--- src/rtl/uart_pkg.sv ---
// Shared UART definitions: frame constants, data word type and receiver
// state encoding. Imported by the receive path and its bit timer.
package uart_pkg;

  typedef logic [7:0] uart_data_t;

  localparam logic UART_START_BIT = 1'b0;
  localparam logic UART_STOP_BIT  = 1'b1;

  // Shortest bit period accepted; smaller baud_count values are raised to it.
  localparam int UART_MIN_BAUD_COUNT = 4;

  typedef enum logic [2:0] {
    IDLE,
    START,
    DATA,
    PARITY,
    STOP
  } uart_rx_state_t;

  // Data bits per frame: 5..8 pass through, anything else means 8.
  function automatic logic [3:0] uart_eff_data_bits(input logic [3:0] bits);
    return ((bits >= 4'd5) && (bits <= 4'd8)) ? bits : 4'd8;
  endfunction

endpackage

--- src/rtl/uart_rx_bit_timer.sv ---
// Loadable down-counter that times bit periods for the UART receiver.
// Ports:
//   clk, rst    - clock, synchronous active-high reset (count cleared)
//   load        - load strobe; load_value takes priority over counting
//   load_value  - cycles until the next expire pulse
//   en          - count enable
//   expire      - high in the cycle that is load_value cycles after a load
module uart_rx_bit_timer #(
  parameter int WIDTH = 32
) (
  input  logic             clk,
  input  logic             rst,
  input  logic             load,
  input  logic [WIDTH-1:0] load_value,
  input  logic             en,
  output logic             expire
);

  logic [WIDTH-1:0] count;

  always_ff @(posedge clk) begin
    if (rst) begin
      count <= '0;
    end else if (load) begin
      count <= load_value;
    end else if (en && (count != '0)) begin
      count <= count - WIDTH'(1);
    end
  end

  // A load of N shows N in the following cycle, so N cycles after the load
  // the count has reached 1.
  assign expire = en && (count == WIDTH'(1));

endmodule

--- src/rtl/uart_rx.sv ---
// UART receiver: synchronises rx, detects the start bit, samples each bit
// mid-period and assembles a 5..8 bit word with optional parity.
// Ports:
//   clk, rst     - clock, synchronous active-high reset
//   rx           - asynchronous serial line, idles high
//   baud_count   - clk cycles per bit (values below 4 act as 4)
//   data_bits    - data bits per frame (5..8, otherwise 8)
//   parity_en    - a parity bit follows the data
//   odd_parity   - 1 = odd parity, 0 = even parity
//   rx_data      - received word, right-aligned, upper bits zero
//   rx_valid     - one-cycle pulse when a frame completes
//   parity_err   - parity mismatch on the last frame (held)
//   frame_err    - stop bit sampled low on the last frame (held)
//   busy         - receiver is not idle
module uart_rx
  import uart_pkg::*;
#(
  parameter int SYNC_STAGES = 2,
  parameter int BAUD_WIDTH  = 32
) (
  input  logic                  clk,
  input  logic                  rst,
  input  logic                  rx,
  input  logic [BAUD_WIDTH-1:0] baud_count,
  input  logic [3:0]            data_bits,
  input  logic                  parity_en,
  input  logic                  odd_parity,
  output logic [7:0]            rx_data,
  output logic                  rx_valid,
  output logic                  parity_err,
  output logic                  frame_err,
  output logic                  busy
);

  uart_rx_state_t state, state_n;

  logic [SYNC_STAGES-1:0] sync;
  logic                   rx_s;
  logic                   rx_q;
  logic                   fall;

  logic [BAUD_WIDTH-1:0]  period_in;
  logic [BAUD_WIDTH-1:0]  half_in;
  logic [BAUD_WIDTH-1:0]  period_q;
  logic [3:0]             bits_q;
  logic                   par_en_q;
  logic                   odd_q;

  logic                   tmr_load;
  logic [BAUD_WIDTH-1:0]  tmr_val;
  logic                   expire;

  logic [2:0]             bit_cnt;
  logic                   last_bit;
  uart_data_t             shreg;
  logic                   par_acc;
  logic                   perr_q;

  // Input synchroniser; reset to the idle level so no false start follows.
  always_ff @(posedge clk) begin
    if (rst) begin
      sync <= '1;
      rx_q <= 1'b1;
    end else begin
      sync <= {sync[SYNC_STAGES-2:0], rx};
      rx_q <= rx_s;
    end
  end

  assign rx_s = sync[SYNC_STAGES-1];
  assign fall = rx_q && !rx_s;

  assign period_in = (baud_count < BAUD_WIDTH'(UART_MIN_BAUD_COUNT)) ?
                     BAUD_WIDTH'(UART_MIN_BAUD_COUNT) : baud_count;
  assign half_in   = period_in >> 1;

  assign last_bit = ({1'b0, bit_cnt} == (bits_q - 4'd1));

  uart_rx_bit_timer #(
    .WIDTH (BAUD_WIDTH)
  ) u_timer (
    .clk        (clk),
    .rst        (rst),
    .load       (tmr_load),
    .load_value (tmr_val),
    .en         (busy),
    .expire     (expire)
  );

  always_ff @(posedge clk) begin
    if (rst) begin
      state <= IDLE;
    end else begin
      state <= state_n;
    end
  end

  always_comb begin
    state_n  = state;
    tmr_load = 1'b0;
    tmr_val  = period_q;
    case (state)
      IDLE: begin
        if (fall) begin
          state_n  = START;
          tmr_load = 1'b1;
          tmr_val  = half_in;
        end
      end
      START: begin
        if (expire) begin
          if (rx_s == UART_START_BIT) begin
            state_n  = DATA;
            tmr_load = 1'b1;
          end else begin
            state_n  = IDLE;
          end
        end
      end
      DATA: begin
        if (expire) begin
          tmr_load = 1'b1;
          if (last_bit) begin
            state_n = par_en_q ? PARITY : STOP;
          end
        end
      end
      PARITY: begin
        if (expire) begin
          state_n  = STOP;
          tmr_load = 1'b1;
        end
      end
      STOP: begin
        if (expire) begin
          state_n = IDLE;
        end
      end
      default: state_n = IDLE;
    endcase
  end

  assign busy = (state != IDLE);

  // Frame configuration is captured once per frame so mid-frame changes
  // cannot corrupt it.
  always_ff @(posedge clk) begin
    if ((state == IDLE) && fall) begin
      period_q <= period_in;
      bits_q   <= uart_eff_data_bits(data_bits);
      par_en_q <= parity_en;
      odd_q    <= odd_parity;
    end
    if ((state == START) && expire) begin
      shreg <= '0;
    end
    if ((state == DATA) && expire) begin
      shreg[bit_cnt] <= rx_s;
    end
  end

  always_ff @(posedge clk) begin
    if (rst) begin
      bit_cnt    <= '0;
      par_acc    <= 1'b0;
      perr_q     <= 1'b0;
      rx_data    <= '0;
      rx_valid   <= 1'b0;
      parity_err <= 1'b0;
      frame_err  <= 1'b0;
    end else begin
      rx_valid <= 1'b0;
      if ((state == START) && expire) begin
        bit_cnt <= '0;
        par_acc <= 1'b0;
        perr_q  <= 1'b0;
      end
      if ((state == DATA) && expire) begin
        bit_cnt <= bit_cnt + 3'd1;
        par_acc <= par_acc ^ rx_s;
      end
      // Expected parity bit is data XOR odd; any difference is an error.
      if ((state == PARITY) && expire) begin
        perr_q <= rx_s ^ par_acc ^ odd_q;
      end
      if ((state == STOP) && expire) begin
        rx_valid   <= 1'b1;
        rx_data    <= shreg;
        parity_err <= perr_q;
        frame_err  <= (rx_s != UART_STOP_BIT);
      end
    end
  end

endmodule

--- config.mk ---
export PLATFORM = sky130hd
export DESIGN_NAME = uart_rx
export DESIGN_NICKNAME = d
export VERILOG_FILES = /design/src/rtl/uart_pkg.sv /design/src/rtl/uart_rx_bit_timer.sv /design/src/rtl/uart_rx.sv
export SDC_FILE = /design/constraint.sdc
export NUM_CORES = 1
export LEC_CHECK = 0
export ABC_CLOCK_PERIOD_IN_PS = 3850
export CAP_MARGIN = 20
export CORE_MARGIN = 2
export CORE_UTILIZATION = 40
export CTS_BUF_LIST = sky130_fd_sc_hd__clkbuf_4 sky130_fd_sc_hd__clkbuf_8
export DETAILED_ROUTE_END_ITERATION = 16
export GPL_TIMING_DRIVEN = 0
export PLACE_DENSITY = 0.67
export SETUP_SLACK_MARGIN = 0.05
export SLEW_MARGIN = 10
export SYNTH_ARGS = -nofsm -noshare
export SYNTH_HDL_FRONTEND = slang
export SYNTH_HIERARCHICAL = 1
export SYNTH_SLANG_ARGS = --single-unit
--- constraint.sdc ---
create_clock -name clk -period 3.85 [get_ports clk]
set_input_delay 0.5775 -clock clk [delete_from_list [all_inputs] [get_ports clk]]
set_output_delay 0.5775 -clock clk [all_outputs]
set_load 0.02 [all_outputs]
Word-level counts from Yosys, hierarchy flattened
Index checks and enable logic that the tools add are counted.

Register bits after elaboration: 100.

Add/subtract/negate cells: 3. Bitwise operators: 3. Muxes and demuxes: 30. Order comparisons: 5. Equality and inequality tests: 12. Reduce and logical (&&, ||, !) cells: 19.

Operators by type and width (number): two-way mux 32 bit (5); == test 32 x 1 -> 1 bit, second input constant (1); < comparator 32 x 3 -> 1 bit, second input constant (1); nonzero test 32 bit (1); subtractor 32 x 1 -> 32 bit, second input constant (1); two-way mux 3 bit (9); two-way mux 8 bit (2); case mux 3 bit (5 select lines) (1); != test 2 bit, second input constant (6); logical AND 1 bit (10); two-way mux 1 bit (9); bitwise mux 8 bit (1); == test 3 x 2 -> 1 bit, second input constant (2); AND reduction 6 bit (1); nonzero test 2 bit (3); == test 3 x 4 -> 1 bit (1); >= comparator 4 x 3 -> 1 bit, second input constant (1); <= comparator 4 bit, second input constant (1); < comparator 3 x 4 -> 1 bit, second input constant (1); subtractor 4 x 1 -> 4 bit, second input constant (1); adder 3 x 1 -> 3 bit, second input constant (1); demux 1 bit (select 3 bit) (1); == test 3 x 1 -> 1 bit, second input constant (1); == test 3 bit, second input constant (1); other kinds (9) (10).

Logic depth before layout (Yosys ltp)
Word-level depth: 6. Mapped depth: 14. Mapped depth without buffers: 11.

Modules after synthesis
The synthesis kept the hierarchy.

Modules (own cells, without submodules): uart_rx (cells an instance 284, area each 3228.1 µm², times used 1, seq. area each 1741.7 µm²); uart_rx_bit_timer (cells an instance 251, area each 2107.0 µm², times used 1, seq. area each 640.6 µm²).

Worst setup path after synthesis
OpenSTA, ideal clock, no wires.

Kind: reg-to-reg. Start point: register u_timer.count[16]. End point: register u_timer.count[1]. Arrival time: 3102 ps. Clock period less this slack: 3194 ps. Required time: 3758 ps. Slack: 656 ps. Cell stages (with the launch flop): 14. Buffers on the path: 4. Path through: dfxtp_1 -> or4_4 -> buf_6 -> nor3_1 -> nand3_1 -> nor4bb_1 -> clkbuf_1 -> a22o_1 -> a22oi_1 -> nor2_1 -> clkbuf_1 -> clkbuf_1 -> nor3_1 -> nor4_1.

Word-level cells in the longest chain between the ends: 5.

Ends and longest elaborated chain: from (decl) (RTL line uart_rx_bit_timer.sv:19) `logic [WIDTH-1:0] count;`; from (signal assigned) (RTL line uart_rx_bit_timer.sv:25) `count <= load_value;`; from (signal assigned) (RTL line uart_rx_bit_timer.sv:27) `count <= count - WIDTH'(1);`; == test 32 x 1 -> 1 bit * (RTL line uart_rx_bit_timer.sv:33) `assign expire = en && (count == WIDTH'(1));`; logical AND 1 bit * (RTL line uart_rx_bit_timer.sv:33); net expire (RTL line uart_rx.sv:51) `logic expire;`; two-way mux 1 bit (on tied branches) (RTL line uart_rx.sv:121, uart_rx.sv:129, uart_rx.sv:111); case mux 1 bit (3 select lines) * (RTL line uart_rx.sv:102) `case (state)`; net tmr_load (RTL line uart_rx.sv:49) `logic tmr_load;`; two-way mux 32 bit / nonzero test 2 bit (equally long branches).

The timed path passes the listed nets; every way through them passes the cells marked *. A chain may end at the register's enable or synchronous reset.

Final worst setup path
Start point: register u_timer.count[7]. End point: register u_timer.count[1].

The elaborated chain is that of the path after synthesis.

==> impl_results.md <==
* Initial antenna violation count at 0
* Cts hold-fix bufs at 0
* Final core occ at between 40 and 50%
* Share of the synthesized area in the top cell type at 23.3%
* Initial Util at roughly two fifths
* Largest area contributor in the netlist: dfxtp_1
* Post-DRT Antenna Nets at 0
* Prevailing post-synth register cell: dfxtp_1
* Startpoint types: flop
* FMAX at ~290 MHz
* GP Congestion at around 0.84
* CTS tree: yes
* CTS HTree Levels at 3
* Synth warnings at 6
* Met2 Usage GRT at approximately 28%
* CP endpoint kind: flop
* Min cycle time layout at ~3.5 ns
* Setup ws final at approximately 0.35 ns
* Setup TNS at 0 ns
* Placed cell count at 763
* Wire per inst at 15.4 um
* GR met1 Demand/Resource at about a quarter
* Via count at about 4,200
* Synthesized flop and latch total at 100
* Final Setup Violations at 0
* Worst VDD drop at about 0.22 mV
* Post-Synthesis Net Count at 580
* Syn-to-layout area delta at 17.7%
* Post-synth cell types at 68
* Crit Path Max Fanout at 10
* Core Region at around 13,000 um2
* First-pass DRT Iterations at 5
* GRT met3 Usage at about 2.6%
* Post-Route WL at between 10,000 and 15,000 um
* GRT Total Usage at about 17%
* Worst min path class: flop to flop
* Flip-flop and latch area at about 2400 um2
* Full die area at about 14,000 um2
* Final-report max-slew violation count at 0
* Ranking of synthesized cells by area: dfxtp_1, edfxtp_1, mux2_4, clkbuf_1, nor2_1
* Avg Cell Area, Syn at 9.97 um2
* Synth cell count leaders: dfxtp_1, clkbuf_1, nor2_1
* Sequential share of the synthesized area at roughly 45%
* WS Path Type: flop to flop
* Worst slew pin tran at ~0.80 ns
* Num Clock Sinks at 100
* Post-Syn Instances at ~540
* Synth Cell Area at 5340 um2
* RSZ-0062 raised after global routing: true
* CTS Buf Count at 9
* Die X at roughly 120 um
* Largest net degree at the start of global routing at 39
* Fin crit share at 90.9%
* Grt ovf at 0
* Post-synth EDFFs at 38
* Post-CTS Setup Inserts at 0
* Port Buffers at 52
* Row count at 42
* Fraction of registers with async set/reset at 0%
* Fillers at roughly 1,300
* IO Pins at 53
* Final net count at between 600 and 700
* Final count of hold timing violations at 0
* Vias in the first global route at roughly 3,900
* Status: complete, no violations
* Global-route wire length before repair at between 15,000 and 20,000 um
* CP required at roughly 4.1 ns
* Clock slew at reported path FFs at ~0.09 ns
* Multi-input gate area at 2570 um2
* Max-slew headroom at roughly 47%
* Post-route insts no fill at between 700 and 800
* Die height at between 100 and 150 um
* Dpl hpwl at 8860 um
* Avg Vias per Cell at between 5 and 6
* Cell area power density at between 300 and 400 nW/um2
* WHS at 0.418 ns
* Max Root-Sink Buffers at 2
* P_leak at 2.17 nW
* Initial DRC Count at between 200 and 300
* DR DRC count at 0
* Root buf cell: clkbuf_8
* Busiest grt layer: met2
* Worst Skew at 0.0122 ns
* Dpl ws at -0.238 ns
* Ant. Diodes at 0
* Share of cells above drive strength 1 at 15.1%
* Max Cap Viol at 0
* Worst skew pair latency at between 0.3 and 0.4 ns
* CP arrival at around 3.8 ns
* Most frequent cell after synthesis: dfxtp_1
sequential cells by signal (all words and copies together), names as in the netlist:
| register | cells |
|---|---|
| rx_data | 8 |
| odd_q | 1 |
| state | 3 |
| rx_q | 1 |
| par_acc | 1 |
| par_en_q | 1 |
| bit_cnt | 3 |
| rx_valid | 1 |
| period_q | 32 |
| shreg | 8 |
| sync | 2 |
| bits_q | 4 |
| perr_q | 1 |
| u_timer/count | 32 |
| frame_err | 1 |
| parity_err | 1 |
report_power, final:
group | switching [mW] | internal, mW
Combinational | 0.313 | 0.251
Sequential | 0.0484 | 1.15
Clock | 0.378 | 0.286
stage by stage:
step	power (mW)	instance area, um2
floorplan	1.62	5340
global placement	1.77	6080
detailed placement	1.78	6080
CTS	2.44	6270
global route	2.54	6280
finish	2.43	6280
placed cells by master, fill, tap and decap left out, drive strengths merged, types with 10 or more instances in the layout:
| cell | count |
|---|---|
| dfxtp | 62 |
| clkbuf | 57 |
| clkdlybuf4s50 | 52 |
| nor2 | 45 |
| nand2 | 42 |
| edfxtp | 38 |
| mux2 | 29 |
| or3 | 20 |
| a311oi | 18 |
| a21oi | 17 |
| inv | 17 |
| nor4 | 16 |
| buf | 16 |
| or4 | 15 |
| o21ai | 13 |
| or2 | 12 |
| o31ai | 12 |
| nor3 | 10 |
cells by family (layout without fill, tap and decap cells):
kind of cell | after synthesis | count (layout) | share of synthesized area [%]
buffers and inverters | 78 | 146 | 7.32
flip-flops | 100 | 100 | 44.7
AO/OA/AOI/OAI | 101 | 101 | 14.6
AND/OR/NAND/NOR | 206 | 206 | 21.4
multiplexers | 36 | 36 | 9.12
XOR/XNOR | 10 | 10 | 1.92
adder cells (fa/ha/maj) | 4 | 4 | 0.938
metal layers:
metal,routed length (um),share of wire (%)
met1,5670,47
met2,5630,47
met3,483,4.0
met4,174,1.5
met5,0,0
worst paths after layout:
check,from,endpoint,slack (ns),cells after the start
min,sync[0],sync[1],0.42,1
max reg2reg,u_timer/count[7],u_timer/count[1],0.35,12
max,u_timer/count[7],u_timer/count[1],0.35,12
min reg2reg,sync[0],sync[1],0.42,1
worst max-delay path, cell delays in order (launching register included):
cell	delay (ns)
dfxtp_1	0.37
nor4_1	0.66
and4b_1	0.34
nand3_1	0.12
nor4bb_2	0.33
buf_2	0.25
a22o_1	0.16
a22oi_1	0.07
nor2_2	0.20
clkbuf_2	0.26
buf_2	0.29
nor3_1	0.08
nor4_1	0.27
repair_timing:
action | in CTS | in global routing
gates cloned | 0 | 0
endpoints found under the setup margin | 27 | 29
resized for setup | 4 | 10
endpoints found under the hold margin | 0 | 0
cell type report:
cell class              count  share of cell area [%]
multi-input cells         357                    40.9
flip-flops and latches    100                    37.9
repair buffers             52                    8.29
plain buffers              62                    5.38
well taps                 176                    3.51
clock buffers              11                    2.21
inverters                  16                   0.956
clock inverters             5                   0.797
No activity file was read; power rests on OpenSTA's default activity.
